[src/rtl/usb_phy_pkg.sv]
// Shared USB bus-state definitions: line-state codes, FSM encodings and
// helpers that size the run and dwell counters from the timing parameters.
package usb_phy_pkg;

    localparam logic [1:0] LINE_SE0 = 2'b00;
    localparam logic [1:0] LINE_J   = 2'b01;
    localparam logic [1:0] LINE_K   = 2'b10;
    localparam logic [1:0] LINE_SE1 = 2'b11;

    // Minimum suspend dwell before remote wakeup is allowed, in ATTACH_CYCLES units.
    localparam int DWELL_PER_ATTACH = 2 * 25;

    typedef enum logic [2:0] {
        ST_DETACHED  = 3'd0,
        ST_ATTACH    = 3'd1,
        ST_IDLE      = 3'd2,
        ST_BUS_RESET = 3'd3,
        ST_SUSPEND   = 3'd4,
        ST_RESUME    = 3'd5,
        ST_WAKEUP    = 3'd6
    } bus_state_t;

    function automatic int max_of(input int a, input int b);
        return (a > b) ? a : b;
    endfunction

    function automatic int cnt_width(input int reset_cycles, input int suspend_cycles,
                                     input int attach_cycles, input int wakeup_cycles);
        int m;
        m = max_of(max_of(reset_cycles, suspend_cycles), max_of(attach_cycles, wakeup_cycles));
        return (m < 2) ? 1 : $clog2(m);
    endfunction

    function automatic int dwell_width(input int attach_cycles, input int wakeup_cycles);
        int m;
        m = max_of(attach_cycles * DWELL_PER_ATTACH, max_of(attach_cycles, wakeup_cycles));
        return $clog2(m + 1);
    endfunction

endpackage

[src/rtl/usb_sync2.sv]
// Two-flop synchronizer for one asynchronous bit; clears to 0 on reset.
module usb_sync2 (
    input  logic clk,
    input  logic rst_n,
    input  logic d,
    output logic q
);

    logic meta;

    always_ff @(posedge clk or negedge rst_n) begin
        if (!rst_n) begin
            meta <= 1'b0;
            q    <= 1'b0;
        end else begin
            meta <= d;
            q    <= meta;
        end
    end

endmodule

[src/rtl/usb_bus_state_ctrl.sv]
// USB device bus-state controller: tracks attach, bus reset, suspend, resume
// and remote wakeup from the synchronized line state and VBUS.
module usb_bus_state_ctrl
    import usb_phy_pkg::*;
#(
    parameter int RESET_CYCLES   = 120,
    parameter int SUSPEND_CYCLES = 144000,
    parameter int ATTACH_CYCLES  = 4800,
    parameter int WAKEUP_CYCLES  = 48000
) (
    input  logic       clk,
    input  logic       rst_n,
    input  logic [1:0] usb_line_state,
    input  logic       vbus_valid,
    input  logic       wakeup_req,
    output logic [2:0] bus_state,
    output logic       bus_reset,
    output logic       suspend,
    output logic       resume_pulse,
    output logic       drive_k,
    output logic       wakeup_ack,
    output logic       line_err
);

    localparam int CNT_W        = cnt_width(RESET_CYCLES, SUSPEND_CYCLES, ATTACH_CYCLES, WAKEUP_CYCLES);
    localparam int DWELL_CYCLES = ATTACH_CYCLES * DWELL_PER_ATTACH;
    localparam int DW_W         = dwell_width(ATTACH_CYCLES, WAKEUP_CYCLES);

    localparam logic [CNT_W-1:0] RESET_LAST   = CNT_W'(RESET_CYCLES - 1);
    localparam logic [CNT_W-1:0] SUSPEND_LAST = CNT_W'(SUSPEND_CYCLES - 1);
    // The DETACHED cycle that first sees VBUS counts toward the debounce.
    localparam logic [DW_W-1:0]  ATTACH_LAST  = DW_W'(ATTACH_CYCLES - 2);
    localparam logic [DW_W-1:0]  WAKEUP_LAST  = DW_W'(WAKEUP_CYCLES - 1);
    localparam logic [DW_W-1:0]  DWELL_MIN    = DW_W'(DWELL_CYCLES);

    logic [1:0]       line_s;
    logic [1:0]       line_prev;
    logic             vbus_s;
    bus_state_t       state;
    bus_state_t       next_state;
    logic [CNT_W-1:0] run_cnt;
    logic [CNT_W-1:0] run;
    logic [DW_W-1:0]  dwell_cnt;
    logic             se0_seen;
    logic             state_chg;
    logic             wake_ok;

    usb_sync2 u_sync_line0 (.clk(clk), .rst_n(rst_n), .d(usb_line_state[0]), .q(line_s[0]));
    usb_sync2 u_sync_line1 (.clk(clk), .rst_n(rst_n), .d(usb_line_state[1]), .q(line_s[1]));
    usb_sync2 u_sync_vbus  (.clk(clk), .rst_n(rst_n), .d(vbus_valid),        .q(vbus_s));

    // Run length of the current line state, counting the present cycle as 0.
    assign run       = (line_s != line_prev) ? '0 : run_cnt;
    assign state_chg = (next_state != state);
    assign wake_ok   = wakeup_req && (line_s == LINE_J) && (dwell_cnt >= DWELL_MIN);

    always_ff @(posedge clk or negedge rst_n) begin
        if (!rst_n) begin
            state <= ST_DETACHED;
        end else begin
            state <= next_state;
        end
    end

    always_ff @(posedge clk or negedge rst_n) begin
        if (!rst_n) begin
            line_prev <= LINE_SE0;
            run_cnt   <= '0;
            dwell_cnt <= '0;
            se0_seen  <= 1'b0;
        end else begin
            line_prev <= line_s;
            if (state_chg) begin
                run_cnt   <= '0;
                dwell_cnt <= '0;
                se0_seen  <= 1'b0;
            end else begin
                run_cnt   <= (&run) ? run : run + CNT_W'(1);
                dwell_cnt <= (&dwell_cnt) ? dwell_cnt : dwell_cnt + DW_W'(1);
                if (state == ST_RESUME && line_s == LINE_SE0) begin
                    se0_seen <= 1'b1;
                end
            end
        end
    end

    always_comb begin
        next_state = state;
        case (state)
            ST_DETACHED: begin
                if (vbus_s) next_state = ST_ATTACH;
            end
            ST_ATTACH: begin
                if (dwell_cnt >= ATTACH_LAST) next_state = ST_IDLE;
            end
            ST_IDLE: begin
                if (line_s == LINE_SE0 && run == RESET_LAST) begin
                    next_state = ST_BUS_RESET;
                end else if (line_s == LINE_J && run == SUSPEND_LAST) begin
                    next_state = ST_SUSPEND;
                end
            end
            ST_BUS_RESET: begin
                if (line_s != LINE_SE0) next_state = ST_IDLE;
            end
            ST_SUSPEND: begin
                // Host resume (K) outranks a simultaneous wakeup request.
                if (line_s == LINE_K) begin
                    next_state = ST_RESUME;
                end else if (line_s == LINE_SE0 && run == RESET_LAST) begin
                    next_state = ST_BUS_RESET;
                end else if (wake_ok) begin
                    next_state = ST_WAKEUP;
                end
            end
            ST_RESUME: begin
                if (line_s == LINE_SE0 && run == RESET_LAST) begin
                    next_state = ST_BUS_RESET;
                end else if (line_s == LINE_J && se0_seen) begin
                    next_state = ST_IDLE;
                end
            end
            ST_WAKEUP: begin
                if (dwell_cnt == WAKEUP_LAST) next_state = ST_RESUME;
            end
            default: next_state = ST_DETACHED;
        endcase
        if (!vbus_s) next_state = ST_DETACHED;
    end

    always_comb begin
        bus_state    = state;
        bus_reset    = (state == ST_BUS_RESET);
        suspend      = (state == ST_SUSPEND);
        drive_k      = (state == ST_WAKEUP);
        wakeup_ack   = (state == ST_SUSPEND) && (next_state == ST_WAKEUP);
        resume_pulse = (state == ST_RESUME) && (next_state == ST_IDLE);
        line_err     = (line_s == LINE_SE1) && (line_prev != LINE_SE1);
    end

endmodule
[config.mk]
export PLATFORM = sky130hd
export DESIGN_NAME = usb_bus_state_ctrl
export DESIGN_NICKNAME = d
export VERILOG_FILES = /design/src/rtl/usb_phy_pkg.sv /design/src/rtl/usb_sync2.sv /design/src/rtl/usb_bus_state_ctrl.sv
export SDC_FILE = /design/constraint.sdc
export NUM_CORES = 1
export LEC_CHECK = 0
export ABC_AREA = 1
export CELL_PAD_IN_SITES_DETAIL_PLACEMENT = 1
export CELL_PAD_IN_SITES_GLOBAL_PLACEMENT = 1
export CORE_ASPECT_RATIO = 0.5
export CORE_UTILIZATION = 49
export CTS_BUF_LIST = sky130_fd_sc_hd__clkbuf_2 sky130_fd_sc_hd__clkbuf_4 sky130_fd_sc_hd__clkbuf_8
export DETAILED_ROUTE_END_ITERATION = 6
export MAX_ROUTING_LAYER = met4
export PLACE_DENSITY = 0.87
export SLEW_MARGIN = 20
export SYNTH_ARGS = -nofsm -noshare
export SYNTH_HDL_FRONTEND = slang
export SYNTH_SLANG_ARGS = --single-unit
[constraint.sdc]
create_clock -name clk -period 7.9 [get_ports clk]
set_clock_uncertainty 0.2 [all_clocks]
set_input_delay 1.185 -clock clk [delete_from_list [all_inputs] [get_ports clk]]
set_output_delay 1.185 -clock clk [all_outputs]
set_load 0.05 [all_outputs]
==> flow_metrics.tcl <==
set metrics [dict create \
    holdCritPathClass "reg -> reg" \
    post_cts_hold_buffer_count 0 \
    cts-resized-gates 0 \
    first_pass_grt_wire_length_um 14300 \
    clock_sink_count 48 \
    clock.fmax_ghz 0.194 \
    detailroute.via_count 2846 \
    ys_ff_latch 48 \
    drt-pass1-iter-count 4 \
    clock_insertion_delay_worst_skew_ps 320 \
    sequentialPowerShare_pct 52.7 \
    cts_setup_buffers 0 \
    insertedDiodeCount 0 \
    initial_antenna_violation_count 0 \
    layout_common_cells "nand2_1, nor2_1, inv_1, dfrtp_1, nand3_1" \
    rsz_0062_raised_after_global_routing "false" \
    io_pins 15 \
    p_sw_share_pct 26.1 \
    timing.critical_path.to_type "output pin" \
    floorplan.die.height_um 58.1 \
    dieWidth_um 114 \
    report.final.setup_viol 0 \
    drt_first_iter_violations 114 \
    initial_utilization_pct 53.4 \
    critPathRequiredTime_ps 6510 \
    power_switching_w 0.000127 \
    worst_pin_slew_ps 625 \
    root_buffer "clkbuf_8" \
    timing.hold.ws_ps 159 \
    gp_congestion 0.930 \
    synth.yosys.warnings 0 \
    timing.final.crit_share_pct 65.2 \
    final_design_instance_area_without_fill_um2 3390 \
    cellPowerDensity_nw_per_um2 144 \
    outcome "finished clean" \
    clkSlewWorstSetupHoldPaths_ps 90 \
    detailed_place_hpwl_um 6310 \
    final.setup.tns_ps 0 \
    std_cell_rows 19 \
    layout.core_utilization_pct 58.7 \
    design.die.area_um2 6630 \
    final_net_count 461 \
    final.min_clock_period_ps 5150 \
    arrival_ps 3760 \
    area_delta_synth_final_pct 9.98 \
    total_of_max_cap_violations 0 \
    port_buffers 14 \
    slew_violations 0 \
    placed_cell_area_um2 3280 \
    numCtsBuffers 5 \
    grt.overflow.total 0 \
    cts_htree_levels 2 \
    power_leakage_nw 1.50 \
    layout.cells.most_common "nand2_1" \
    power.clock.fraction_pct 38.3 \
    cts_tree "done" \
    synth_net_count 446 \
    crit_type "reg -> out" \
    timing.max_slew.rel_slack_pct 58.3 \
    synthesis.instances 437 \
    layout-drive-gt1-share_pct 8.17 \
    grt_max_degree 49 \
    combinationalPowerShare_pct 9.0 \
    grt_pass1_vias 3017 \
    viasPerCell 5.30 \
    sort_of_element_at_the_start_of_the_critical_path "flop" \
    count_of_different_cell_masters_after_synthesis 33 \
    synth.avg_cell_area_um2 7.05 \
    routedWlPerCell_um 15.7 \
    synth.yosys.seq_area_share_pct 39.0 \
    critical_path_fanout_max 14 \
    detail_route.drc_violations 0 \
    maximum_vdd_drop_mv 0.0927 \
    core_area_um2 5780 \
    synth_area_um2 3080 \
    timing.final.hold_violations 0 \
    drt_wl_total_um 8440 \
    grt.total_usage_pct 29.1 \
    max-clock-path-buffers 2 \
    internal_power_w 0.000360 \
    ant_nets 0 \
]
## power groups by stage
stage | combinational [W] | sequential, W | clock (W)
2_1_floorplan | 0.0000300 | 0.000262 | 0
3_3_place_gp | 0.0000420 | 0.000262 | 0
3_5_place_dp | 0.0000443 | 0.000262 | 0
4_1_cts | 0.0000444 | 0.000257 | 0.000193
5_1_grt | 0.0000494 | 0.000259 | 0.000199
6_report | 0.0000438 | 0.000257 | 0.000187
## through the flow
step	setup slack (ps)	instances	total power [W]
floorplan	2810	437	0.000292
global placement	3200	529	0.000304
detailed placement	3130	529	0.000306
CTS	2760	537	0.000494
global route	2400	537	0.000507
finish	2750	537	0.000488
## worst max-delay path, stage by stage, from the launching register on
cell,delay (ps)
dfrtp_1,460
xnor2_2,290
nand2_2,250
nor2_2,270
ha_1,280
nand4_1,120
nor2_1,100
nand2_1,60
nor2_1,120
nand2_2,90
nand2_1,70
nand2_1,60
nand3_2,70
nand2_1,60
inv_1,90
nand2_1,70
nor3_1,130
clkdlybuf4s50_1,830
## cell type report
cell class | instances | area [µm²]
clock inverters | 2 | 35.0
multi-input cells | 316 | 1580
repair buffers | 14 | 138
clock buffers | 6 | 76.3
fillers | 771 | 2390
well taps | 84 | 105
inverters | 67 | 251
flip-flops and latches | 48 | 1200
## cells in the mapped netlist
master / instances / area, µm²
xnor2_2: 1 / 16.3
inv_2: 3 / 11.3
clkbuf_1: 2 / 7.51
a21oi_1: 8 / 40.0
o211ai_1: 1 / 7.51
nor4b_1: 1 / 8.76
o21ai_0: 13 / 65.1
xnor2_1: 7 / 61.3
or2_1: 1 / 6.26
o21bai_1: 1 / 7.51
nor3_2: 1 / 10.0
nand3_1: 25 / 125
buf_2: 1 / 5.00
nor2_2: 18 / 113
and3_1: 2 / 12.5
a22oi_1: 1 / 7.51
dfrtp_1: 48 / 1200
inv_1: 63 / 236
nor2_1: 84 / 315
nand3_2: 2 / 20.0
a211oi_1: 3 / 22.5
nor3_1: 14 / 70.1
ha_1: 3 / 37.5
nand4_1: 19 / 119
nand2_1: 89 / 334
nand3b_1: 3 / 22.5
nor4_1: 1 / 6.26
xor2_1: 14 / 123
mux2i_1: 1 / 10.0
nand2_4: 1 / 11.3
buf_6: 3 / 33.8
nand2_2: 2 / 12.5
clkinv_1: 1 / 3.75
## final timing paths
kind | start | endpoint | slack (ps) | depth (start not counted)
worst max-delay path | u_sync_line0.q$_DFF_PN0_ | wakeup_ack | 2750 | 17
worst min-delay path | u_sync_line1.meta$_DFF_PN0_ | u_sync_line1.q$_DFF_PN0_ | 160 | 0
worst max register to register | u_sync_line0.q$_DFF_PN0_ | run_cnt[12]$_DFF_PN0_ | 4460 | 17
worst min register to register | u_sync_line1.meta$_DFF_PN0_ | u_sync_line1.q$_DFF_PN0_ | 160 | 0
max in group asynchronous | rst_n | dwell_cnt[10]$_DFFE_PN0P_ | 6400 | 1
min in group asynchronous | rst_n | run_cnt[15]$_DFF_PN0_ | 680 | 1
## per-layer routing
layer,vias up,track usage (%),share of wire (%)
met5,-,-,0
met4,0,10.8,2.2
met3,19,5.75,3.5
met2,44,50.7,50
met1,1380,34.0,44
li1,1403,-,-
## cell families after synthesis
logic type,share of synthesized area (%)
DFF,39.0
xor gates and xnor gates,6.49
and+or+nand+nor,38.5
buffers and inverters,9.66
adders and majority gates,1.22
muxes,0.325
AOI/OAI and AO/OA,4.87
## state kept, by name (all words and copies together) (netlist names)
signal	cells
bus_state	3
dwell_cnt	18
line_prev	2
run_cnt	18
se0_seen	1
u_sync_line0.meta	1
u_sync_line0.q	1
u_sync_line1.meta	1
u_sync_line1.q	1
u_sync_vbus.meta	1
u_sync_vbus.q	1
Power figures use the tool's default switching activity.
